[config.mk]
export PLATFORM = sky130hd
export DESIGN_NAME = btn_debounce_array
export DESIGN_NICKNAME = d
export VERILOG_FILES = /design/src/rtl/btn_debounce_array.sv
export SDC_FILE = /design/constraint.sdc
export NUM_CORES = 1
export LEC_CHECK = 0
export ABC_AREA = 1
export CORE_MARGIN = 4
export CORE_UTILIZATION = 50
export CTS_CLUSTER_DIAMETER = 100
export CTS_CLUSTER_SIZE = 12
export DETAILED_ROUTE_END_ITERATION = 16
export GPL_TIMING_DRIVEN = 0
export PLACE_DENSITY = 0.77
export RECOVER_POWER = 50
export SLEW_MARGIN = 20
export SYNTH_ARGS = -nofsm -noshare
export SYNTH_HDL_FRONTEND = slang
export SYNTH_SLANG_ARGS = --single-unit
[constraint.sdc]
create_clock -name clk_27mhz -period 2.3 [get_ports clk_27mhz]
set_input_delay 0.23 -clock clk_27mhz [delete_from_list [all_inputs] [get_ports clk_27mhz]]
set_output_delay 0.23 -clock clk_27mhz [all_outputs]
set_load 0.01 [all_outputs]
[src/rtl/btn_debounce_array.sv]
// Multi-channel push-button front end: polarity fix, synchroniser, stable-time
// debounce, press/release strobes, long-press detection and optional auto-repeat.
module btn_debounce_array #(
  parameter int NUM_BTNS        = 4,
  parameter int ACTIVE_LOW      = 1,
  parameter int SYNC_STAGES     = 2,
  parameter int DEBOUNCE_CYCLES = 270000,
  parameter int LONG_CYCLES     = 13500000,
  parameter int REPEAT_CYCLES   = 2700000
) (
  input  logic                clk_27mhz,
  input  logic                reset_n,
  input  logic [NUM_BTNS-1:0] btn_raw,
  input  logic [NUM_BTNS-1:0] repeat_en,
  output logic [NUM_BTNS-1:0] held,
  output logic [NUM_BTNS-1:0] press,
  output logic [NUM_BTNS-1:0] release_o,
  output logic [NUM_BTNS-1:0] long_press
);

  localparam int DBW  = (DEBOUNCE_CYCLES > 1) ? $clog2(DEBOUNCE_CYCLES) : 1;
  localparam int HCW  = (LONG_CYCLES > 1)     ? $clog2(LONG_CYCLES)     : 1;
  localparam int RCW  = (REPEAT_CYCLES > 1)   ? $clog2(REPEAT_CYCLES)   : 1;

  localparam logic [DBW-1:0] DB_LAST   = DBW'(DEBOUNCE_CYCLES - 1);
  localparam logic [HCW-1:0] HOLD_LAST = HCW'(LONG_CYCLES - 1);
  localparam logic [RCW-1:0] RPT_LAST  = RCW'(REPEAT_CYCLES - 1);

  typedef enum logic [1:0] {
    ST_IDLE = 2'd0,
    ST_HELD = 2'd1,
    ST_LONG = 2'd2
  } state_t;

  for (genvar i = 0; i < NUM_BTNS; i++) begin : g_ch
    logic [SYNC_STAGES-1:0] sync_q;
    logic                   pol_s;
    logic                   s;
    logic [DBW-1:0]         db_cnt_d, db_cnt_q;
    logic                   db_d, db_q;
    state_t                 state_q;
    logic [HCW-1:0]         hold_cnt_q;
    logic [RCW-1:0]         rpt_cnt_q;
    logic                   held_q, press_q, release_q, long_q;

    assign pol_s = (ACTIVE_LOW != 0) ? ~btn_raw[i] : btn_raw[i];
    assign s     = sync_q[SYNC_STAGES-1];

    // Synchroniser chain; resets to "not pressed" so a held button re-debounces.
    always_ff @(posedge clk_27mhz or negedge reset_n) begin
      if (!reset_n) begin
        sync_q <= '0;
      end else begin
        sync_q <= {sync_q[SYNC_STAGES-2:0], pol_s};
      end
    end

    // Stable-time filter: any disagreement shorter than the window restarts it.
    always_comb begin
      db_cnt_d = db_cnt_q;
      db_d     = db_q;
      if (s == db_q) begin
        db_cnt_d = '0;
      end else if (db_cnt_q == DB_LAST) begin
        db_d     = s;
        db_cnt_d = '0;
      end else begin
        db_cnt_d = db_cnt_q + DBW'(1);
      end
    end

    // Debounce state registers.
    always_ff @(posedge clk_27mhz or negedge reset_n) begin
      if (!reset_n) begin
        db_cnt_q <= '0;
        db_q     <= 1'b0;
      end else begin
        db_cnt_q <= db_cnt_d;
        db_q     <= db_d;
      end
    end

    // Per-channel event FSM; a falling level is checked first so release wins.
    always_ff @(posedge clk_27mhz or negedge reset_n) begin
      if (!reset_n) begin
        state_q    <= ST_IDLE;
        hold_cnt_q <= '0;
        rpt_cnt_q  <= '0;
        held_q     <= 1'b0;
        press_q    <= 1'b0;
        release_q  <= 1'b0;
        long_q     <= 1'b0;
      end else begin
        held_q    <= db_q;
        press_q   <= 1'b0;
        release_q <= 1'b0;
        long_q    <= 1'b0;
        case (state_q)
          ST_IDLE: begin
            if (db_q) begin
              state_q    <= ST_HELD;
              press_q    <= 1'b1;
              hold_cnt_q <= '0;
              rpt_cnt_q  <= '0;
            end
          end
          ST_HELD: begin
            if (!db_q) begin
              state_q    <= ST_IDLE;
              release_q  <= 1'b1;
              hold_cnt_q <= '0;
              rpt_cnt_q  <= '0;
            end else if (hold_cnt_q == HOLD_LAST) begin
              state_q   <= ST_LONG;
              long_q    <= 1'b1;
              rpt_cnt_q <= '0;
            end else begin
              hold_cnt_q <= hold_cnt_q + HCW'(1);
            end
          end
          ST_LONG: begin
            if (!db_q) begin
              state_q    <= ST_IDLE;
              release_q  <= 1'b1;
              hold_cnt_q <= '0;
              rpt_cnt_q  <= '0;
            end else if (!repeat_en[i]) begin
              rpt_cnt_q <= '0;
            end else if (rpt_cnt_q == RPT_LAST) begin
              press_q   <= 1'b1;
              rpt_cnt_q <= '0;
            end else begin
              rpt_cnt_q <= rpt_cnt_q + RCW'(1);
            end
          end
          default: begin
            state_q    <= ST_IDLE;
            hold_cnt_q <= '0;
            rpt_cnt_q  <= '0;
          end
        endcase
      end
    end

    assign held[i]       = held_q;
    assign press[i]      = press_q;
    assign release_o[i]  = release_q;
    assign long_press[i] = long_q;
  end

endmodule
Word level (Yosys, flattened, before mapping)
Index checks and enable logic that the tools add are counted.
{"block": "classes", "n_addsub": 12, "n_eq_ne": 40, "n_mux": 116, "bitwise_logic": 8, "n_reduce_logical": 24}
{"cell": "22-bit 2-to-1 mux", "n": 24}
{"cell": "24-bit 2-to-1 mux", "n": 16}
{"cell": "24-bit one-hot mux with 3 select lines", "n": 4}
{"cell": "22-bit one-hot mux with 3 select lines", "n": 4}
{"cell": "19-bit 2-to-1 mux", "n": 8}
{"cell": "24-bit by 1-bit adder with 24-bit output, second input constant", "n": 4}
{"cell": "24-bit equality test, second input constant", "n": 4}
{"cell": "22-bit by 1-bit adder with 22-bit output, second input constant", "n": 4}
{"cell": "22-bit equality test, second input constant", "n": 4}
{"cell": "19-bit by 1-bit adder with 19-bit output, second input constant", "n": 4}
{"cell": "19-bit equality test, second input constant", "n": 4}
{"cell": "1-bit 2-to-1 mux", "n": 36}
{"cell": "2-bit 2-to-1 mux", "n": 16}
{"cell": "3-bit inequality test, second input constant", "n": 8}
{"cell": "2-bit one-hot mux with 3 select lines", "n": 4}
{"cell": "3-bit AND reduction", "n": 8}
{"cell": "2-bit inequality test, second input constant", "n": 8}
{"cell": "2-bit AND reduction", "n": 8}
{"cell": "2-bit by 1-bit equality test with 1-bit output, second input constant", "n": 4}
{"cell": "2-bit equality test, second input constant", "n": 4}
{"cell": "2-bit zero test", "n": 4}
{"cell": "1-bit inverter", "n": 8}
{"cell": "1-bit one-hot mux with 2 select lines", "n": 4}
{"cell": "2-bit OR reduction", "n": 4}
{"cell": "1-bit equality test", "n": 4}
{"block": "word_totals", "reg_bits": 296, "out_inout_bits": 16}

Logic depth before layout (Yosys ltp)
Gate-level depths: netlist (run 1).
{"block": "logic_depth", "depth_word": 5, "mapped_depth": 14, "depth_no_buf": 13}

Worst setup path after synthesis (run 1)
No wires, ideal clock.
{"block": "synth_path", "kind": "reg-to-reg", "from": "register g_ch[2].state_q[1]", "to": "register g_ch[2].hold_cnt_q[11]", "setup_time_ns": 0.118, "t_arrival_ns": 1.556, "required_ns": 2.182, "slack_ns": 0.626, "path_stages_with_launch": 12, "n_path_buf": 2, "cell_sequence": "dfrtp_1 inv_1 ha_1 clkbuf_2 nand2_1 inv_1 nand4_4 nand2_2 buf_6 inv_2 nand3_1 nand2_1"}
{"block": "synth_between", "elab_chain_len": 3, "word_cells_on_any_way": 8}
{"item": "start, declared", "line_no": "41", "source": "state_t state_q;"}
{"item": "start signal, assigned", "line_no": "86", "source": "state_q <= ST_IDLE;"}
{"item": "start signal, assigned", "line_no": "101", "source": "state_q <= ST_HELD;"}
{"item": "start signal, assigned", "line_no": "109", "source": "state_q <= ST_IDLE;"}
{"item": "2-bit by 1-bit equality test with 1-bit output, or another cell as far along", "line_no": "98", "source": "case (state_q)"}
{"item": "3-bit inequality test (no line) or 2-bit inequality test (tied branches)"}
{"item": "3-bit AND reduction (no line)"}
{"item": "end signal, assigned", "line_no": "118", "source": "hold_cnt_q <= hold_cnt_q + HCW'(1);"}
{"item": "end, declared", "line_no": "42", "source": "logic [HCW-1:0] hold_cnt_q;"}
Parallel ways exist; a longest one is shown, timed or not.
A chain may end at the register's enable or synchronous reset.

Worst setup path after layout (run 1)
{"block": "layout_path", "from": "register g_ch[1].state_q[0]", "to": "register g_ch[1].hold_cnt_q[4]"}
{"block": "layout_between", "elab_chain_len": 3, "word_cells_on_any_way": 8}
{"item": "start, declared", "line_no": "41"}
{"item": "start signal, assigned", "line_no": "86"}
{"item": "start signal, assigned", "line_no": "101"}
{"item": "start signal, assigned", "line_no": "109"}
{"item": "2-bit by 1-bit equality test with 1-bit output, or another cell as far along", "line_no": "98"}
{"item": "3-bit inequality test (no line) or 2-bit inequality test (tied branches)"}
{"item": "3-bit AND reduction (no line)"}
{"item": "end signal, assigned", "line_no": "118"}
{"item": "end, declared", "line_no": "42"}
Parallel ways exist; a longest one is shown, timed or not.

==> results.md, run 1 <==
- Largest net degree at the start of global routing: between 90 and 100
- Data required, critical path: 2.79 ns
- Ys flop type: dfrtp_1
- Syn_nets: 2738
- Placed cell count: 3200
- Fin Setup TNS: 0 ns
- Fin. Hold Viols: 0
- Pre-CTS WS: approximately 0.19 ns
- Cell Area, Placed: 0.0196 mm2
- Crit Path Class: reg -> reg
- Number of synthesized flops with an enable pin: 0
- PortBufs: 25
- Vias/cell: 5.37
- First-pass GRT wire length: about 76000 um
- Die Wd: 201 um
- Tcrit/Tclk final: 89.9%
- Power Internal: between 7 and 8 mW
- WL/cell: 13.3 um
- Worst slew pin tran: 1.08 ns
- Finished Core Util: 55.3%
- Clock Tree Buf Depth: 3
- Hold_sp: btn_raw[0]
- Antenna viol nets, final: 0
- CP max FO: 10
- WL final: 43100 um
- Worst Hold Path Cells: 2
- Total Power: around 9.6 mW
- Pwr dens: 473 mW/mm2
- Overall routing resource usage: 21.3%
- Logic pwr share: 2.1%
- Die H: 201 um
- Final slew viol count: 0
- Yosys warnings: 0
- Pleak: roughly 9.6 nW
- Clock Power Share: a little over two fifths
- Switching share of power: 21.7%
- Post-CTS repair timing setup buffer count: 0
- GP Congestion: 0.938
- Worst Hold Class: in -> reg
- Core area: 0.0368 mm2
- Hold slack: around 0.25 ns
- Area Overhead vs Synth: 8.75%
- Nets: 2797
- RR Startpoint: g_ch[1].state_q[0]
- H-tree depth: 1
- Clock Sinks: 296
- Post-route clock skew: 0.0223 ns
- Final WS setup: 0.232 ns
- Remaining Overflow, GRT: 0
- Status: finished, final reports clean
- Synth Instances: 2704
- Top-level I/O count: 26
- R2r endpoint: g_ch[1].hold_cnt_q[4]
- Maximum VDD drop: 0.000469 V
- Post-synth ARST share: 100%
- Worst Setup Start Kind: flop
- Area of the multi-input gates: 0.00924 mm2
- Register Area: between 0.007 and 0.008 mm2
- Hold path endpoint: g_ch[0].sync_q[0]
- Fmax: 0.483 GHz
- DRC viols: 0
- Final setup fails: 0
- Initial antenna violation count: 0
- Switching pwr: about 2.1 mW
- Mapped Area: about 0.019 mm2
- Cell Count, Final, Fillers Out: between 3000 and 4000
- Fillers: 3480
- Row count: 70
- R2R depth: 10
- Post-route cell area: 0.0203 mm2
- Syn_area_per_cell: about 7 um2
- 1st-pass router iterations: 6
- Final min period: ~2.1 ns
- Die area: 0.0406 mm2
- Sequential element share of the synthesized area: 39.6%
- Initial DRC count: 1396
- CP arrival: 2.56 ns
- Setup crit end kind: flop
- # diodes: 0
- Sequential power share: a little over half
- Vias in the first global route: roughly 17000
- CTS tree: built
- RSZ-0062 raised after global routing: false
- DP HPWL: 31200 um
- R2R setup slack: 0.23 ns
- Post-synthesis sequential element count: between 200 and 300
- Launch point of the worst path: g_ch[1].state_q[0]
- Maximum capacitance violations: 0
- Num CTS Buffers: 28
- Cell at the root of the clock tree: clkbuf_16
- Share of cells above drive strength 1: 7.06%
- Reg clk slew, reported paths: ~0.06 ns
- Initial Util: 50.8%
- Clock Latency Late Sink: 0.57 ns
- Normalized max-slew margin: 28.3%
- Resize count post-CTS: 0
- Netlist cell types: 49
- Total number of vias: roughly 17000
-- state kept, by name, summed over array words and instances (netlist names) --
register / count
g_ch.hold_cnt_q: 96
g_ch.state_q: 8
g_ch.rpt_cnt_q: 88
g_ch.press_q: 4
g_ch.db_q: 4
g_ch.sync_q: 8
g_ch.held_q: 4
g_ch.db_cnt_q: 76
g_ch.release_q: 4
g_ch.long_q: 4
-- layout make-up --
cell class / count / share of cell area (%)
multi-input cells: 1919 / 45.4
flip-flops and latches: 296 / 36.4
inverters: 426 / 7.92
clock buffers: 28 / 3.45
well taps: 468 / 2.88
plain buffers: 63 / 2.14
repair buffers: 29 / 1.54
clock inverters: 2 / 0.228
-- placed cells by master, fill, tap and decap left out, types with 10 or more instances in the layout --
cell,Yosys,layout
nand2_1,711,711
inv_1,404,404
nor2_1,377,379
dfrtp_1,296,296
nand3_1,233,233
nand4_1,122,122
o21ai_0,111,111
nor3_1,79,79
xor2_1,48,48
o21ai_1,31,31
nor2_2,32,30
clkbuf_16,0,28
buf_4,24,24
ha_1,24,24
clkdlybuf4s50_1,0,20
a21oi_1,18,18
nand2_2,18,18
inv_2,17,17
clkbuf_1,11,15
nor3b_1,14,14
nor4_1,12,12
buf_6,11,12
o21bai_1,12,12
buf_2,14,11
or2_2,10,10
-- cells in the mapped netlist, types with 11 or more instances --
library cell / n / area share (%)
nand2_1: 711 / 14
inv_1: 404 / 8.1
nor2_1: 377 / 7.6
dfrtp_1: 296 / 40
nand3_1: 233 / 6.2
nand4_1: 122 / 4.1
o21ai_0: 111 / 3.0
nor3_1: 79 / 2.1
xor2_1: 48 / 2.2
nor2_2: 32 / 1.1
o21ai_1: 31 / 0.83
buf_4: 24 / 0.96
ha_1: 24 / 1.6
a21oi_1: 18 / 0.48
nand2_2: 18 / 0.60
inv_2: 17 / 0.34
buf_2: 14 / 0.37
nor3b_1: 14 / 0.56
nor4_1: 12 / 0.40
o21bai_1: 12 / 0.48
buf_6: 11 / 0.66
clkbuf_1: 11 / 0.22
-- worst max-delay path: stages (launching register included) --
cell and delay [ns]:
dfrtp_1 0.37, inv_1 0.08, ha_1 0.31, nand2_1 0.11, inv_1 0.05, nor2_1 0.34, nand2_1 0.18, inv_1 0.10
buf_2 0.24, nand3_1 0.12, o21ai_1 0.11
-- cell families after synthesis --
family | Yosys count | synth area share [%]
compound gates | 196 | 5.86
xor+xnor | 55 | 2.58
fa+ha+maj | 24 | 1.61
buf+inv | 489 | 11.0
flops | 296 | 39.6
simple gates | 1644 | 39.4
-- power groups by stage --
| stage | Clock (mW) | Sequential (mW) | Combinational [mW] |
|---|---|---|---|
| 2_1_floorplan | 0 | 5.34 | 0.0562 |
| 3_5_place_dp | 0 | 5.34 | 0.221 |
| 6_report | 4.16 | 5.25 | 0.202 |
| 3_3_place_gp | 0 | 5.35 | 0.197 |
| 4_1_cts | 4.32 | 5.25 | 0.223 |
| 5_1_grt | 4.52 | 5.25 | 0.242 |
-- repair_timing --
action	in CTS	in global routing
endpoints found under the hold margin	200	0
hold buffers	1	0
setup endpoints to repair	0	0
-- routing by layer --
metal | part of all wire [%] | vias up | global-route usage [%]
li1 | - | 8674 | -
met1 | 45 | 8139 | 28.5
met4 | 1.5 | 0 | 4.81
met2 | 48 | 478 | 37.2
met5 | 0 | - | 0
met3 | 5.1 | 54 | 2.84
-- worst max path at each step --
stage,slack (ns),cells past startpoint,end
after global placement,-12.10,1,g_ch[0].hold_cnt_q[21]
final,0.23,10,g_ch[1].hold_cnt_q[4]
after CTS,0.25,8,g_ch[2].rpt_cnt_q[18]
after global routing,0.03,9,g_ch[1].hold_cnt_q[19]
after detailed placement,0.19,7,g_ch[2].rpt_cnt_q[18]
after floorplan,0.63,11,g_ch[2].hold_cnt_q[11]
Power figures use the tool's default switching activity.
==> run 2, diff against run 1 <==
--- a/config.mk
+++ b/config.mk
@@ -6,13 +6,13 @@
 export NUM_CORES = 1
 export LEC_CHECK = 0
 export ABC_AREA = 1
-export CORE_MARGIN = 4
-export CORE_UTILIZATION = 50
+export CAP_MARGIN = 0
+export CORE_UTILIZATION = 55
 export CTS_CLUSTER_DIAMETER = 100
 export CTS_CLUSTER_SIZE = 12
 export DETAILED_ROUTE_END_ITERATION = 16
 export GPL_TIMING_DRIVEN = 0
-export PLACE_DENSITY = 0.77
+export PLACE_DENSITY = 0.82
 export RECOVER_POWER = 50
 export SLEW_MARGIN = 20
 export SYNTH_ARGS = -nofsm -noshare
==> results.md, run 2 (synthesized netlist as in run 1, its figures left out) <==
- Logic pwr share: 2.1%
- GP Congestion: 0.911
- Final WS setup: 0.256 ns
- Final slew viol count: 0
- RR Startpoint: g_ch[2].state_q[0]
- Final setup fails: 0
- 1st-pass router iterations: 6
- Fin. Hold Viols: 0
- Crit Path Class: reg -> reg
- Total number of vias: 17500
- Pleak: 9.57 nW
- Nets: 2797
- Biggest regs: g_ch.hold_cnt_q (96), g_ch.rpt_cnt_q (88), g_ch.db_cnt_q (76)
- H-tree depth: 1
- Worst Hold Path Cells: 2
- Worst Hold Class: in -> reg
- Cell Count, Final, Fillers Out: roughly 3200
- Antenna viol nets, final: 0
- Leading cell type in the layout, fill and taps excluded: nand2_1
- RSZ-0062 raised after global routing: false
- CP max FO: 10
- Critical path, cell by cell: inv_1, ha_1, nand2_1, nor2_1, nand2_1, nor2_4, nand3_1, nand2_1
- Final min period: 2.04 ns
- R2R setup slack: 0.26 ns
- Largest net degree at the start of global routing: 92
- Clock Latency Late Sink: 0.55 ns
- Finished Core Util: 60.7%
- CTS tree: built
- Worst Setup Start Kind: flop
- # diodes: 0
- Remaining Overflow, GRT: 0
- Pwr dens: 476 mW/mm2
- Switching share of power: between 20% and 30%
- Setup crit end kind: flop
- Vias in the first global route: approximately 17000
- Commonest non-fill, non-tap cells in the layout: nand2_1, inv_1, nor2_1
- Pre-CTS WS: 0.236 ns
- Data required, critical path: 2.78 ns
- Worst path max stage delay: 0.41 ns
- Fmax: approximately 0.5 GHz
- CP arrival: around 2.5 ns
- Initial Util: between 50% and 60%
- R2R depth: 8
- DP HPWL: ~31000 um
- Slowest CP cell: dfrtp_1
- Die area: roughly 0.035 mm2
- Clock Power Share: 43.7%
- Die H: 186 um
- CP Buf/Inv Count: 1
- WL/cell: 13.6 um
- Area Overhead vs Synth: 8.76%
- Initial antenna violation count: 0
- Vias/cell: 5.46
- Overall routing resource usage: 25.7%
- Normalized max-slew margin: roughly 3.6%
- Delay-heaviest family, CP: simple AND/OR/NAND/NOR gates
- Worst slew pin tran: 1.45 ns
- Status: finished, final reports clean
- Power Internal: 7.59 mW
- Post-route clock skew: 0.0101 ns
- Maximum VDD drop: between 0.0005 and 0.0006 V
- Tcrit/Tclk final: 88.9%
- Critical path depth in cells: 8
- Row count: 67
- Reg with most FFs: g_ch.hold_cnt_q
- Initial DRC count: 1558
- Hold_sp: btn_raw[1]
- Sequential power share: roughly 54%
- Reg clk slew, reported paths: 0.06 ns
- Worst path most repeated cell: nand2_1
- Clock Sinks: 296
- Fin Setup TNS: 0 ns
- R2r endpoint: g_ch[2].rpt_cnt_q[18]
- Total Power: around 9.7 mW
- Clock Tree Buf Depth: 3
- Hold path endpoint: g_ch[1].sync_q[0]
- WL final: 43600 um
- Num CTS Buffers: 28
- Cell at the root of the clock tree: clkbuf_16
- Share of cells above drive strength 1: under 10%
- Maximum capacitance violations: 0
- First-pass GRT wire length: approximately 77000 um
- Switching pwr: about 2.1 mW
- Core area: between 0.03 and 0.04 mm2
- Die Wd: ~190 um
- DRC viols: 0
- Placed cell count: approximately 3200
- Top-level I/O count: 26
- Max reg flops: 96
- PortBufs: 25
[run 2: cell types whose count changed in the layout (fill, tap and decap cells not counted), sizes merged]
cell,change
buf,+3
clkinv,-1
clkbuf,-2
[run 2: area by class of cell]
type | count | area, um2
multi-input cells | 1919 | 9240
inverters | 426 | 1610
plain buffers | 63 | 439
clock inverters | 1 | 30.0
well taps | 448 | 561
clock buffers | 29 | 726
repair buffers | 29 | 322
fillers | 3021 | 13200
flip-flops and latches | 296 | 7410
[run 2: metal layers]
layer,up-vias,routed length [um],global-route usage (%),share of wire (%)
li1,8672,-,-,-
met1,8235,19500,34.2,45
met2,551,21000,44.1,48
met3,84,2170,2.24,5.0
met4,0,940,8.39,2.2
met5,-,0,0,0
[run 2: metrics by stage]
step	area [um2]	hold WS, ns
2_1_floorplan	18700	-0.0656
3_3_place_gp	19500	0.333
3_5_place_dp	19600	0.181
4_1_cts	20400	0.145
5_1_grt	20300	0.278
6_report	20300	0.281
[run 2: how the worst max path moves through the flow]
| stage | start | end | slack [ns] |
|---|---|---|---|
| global route | g_ch[2].state_q[0] | g_ch[2].rpt_cnt_q[14] | 0.0005 |
| CTS | g_ch[2].state_q[1] | g_ch[2].hold_cnt_q[4] | 0.18 |
| floorplan | g_ch[2].state_q[1] | g_ch[2].hold_cnt_q[11] | 0.63 |
| detailed placement | g_ch[2].state_q[1] | g_ch[2].hold_cnt_q[11] | 0.24 |
| global placement | reset_n | g_ch[2].db_cnt_q[0] | -12.02 |
| finish | g_ch[2].state_q[0] | g_ch[2].rpt_cnt_q[18] | 0.26 |
[run 2: worst reg2reg max path: stages (launching register included)]
cell and delay (ns):
dfrtp_1 0.41, inv_1 0.10, ha_1 0.37, nand2_1 0.12, nor2_1 0.30, nand2_1 0.22, nor2_4 0.29, nand3_1 0.11
nand2_1 0.07
[run 2: what timing repair did]
item,4_1_cts,5_1_grt
setup buffers,0,0
hold buffers,1,0
endpoints found under the hold margin,51,0
setup endpoints to repair,0,1
gates resized for setup,0,1
[run 2: power by group through the flow]
stage	combinational [mW]	sequential, mW	clock, mW
2_1_floorplan	0.0562	5.34	0
3_3_place_gp	0.196	5.35	0
3_5_place_dp	0.220	5.34	0
4_1_cts	0.222	5.25	4.33
5_1_grt	0.245	5.25	4.51
6_report	0.205	5.25	4.23
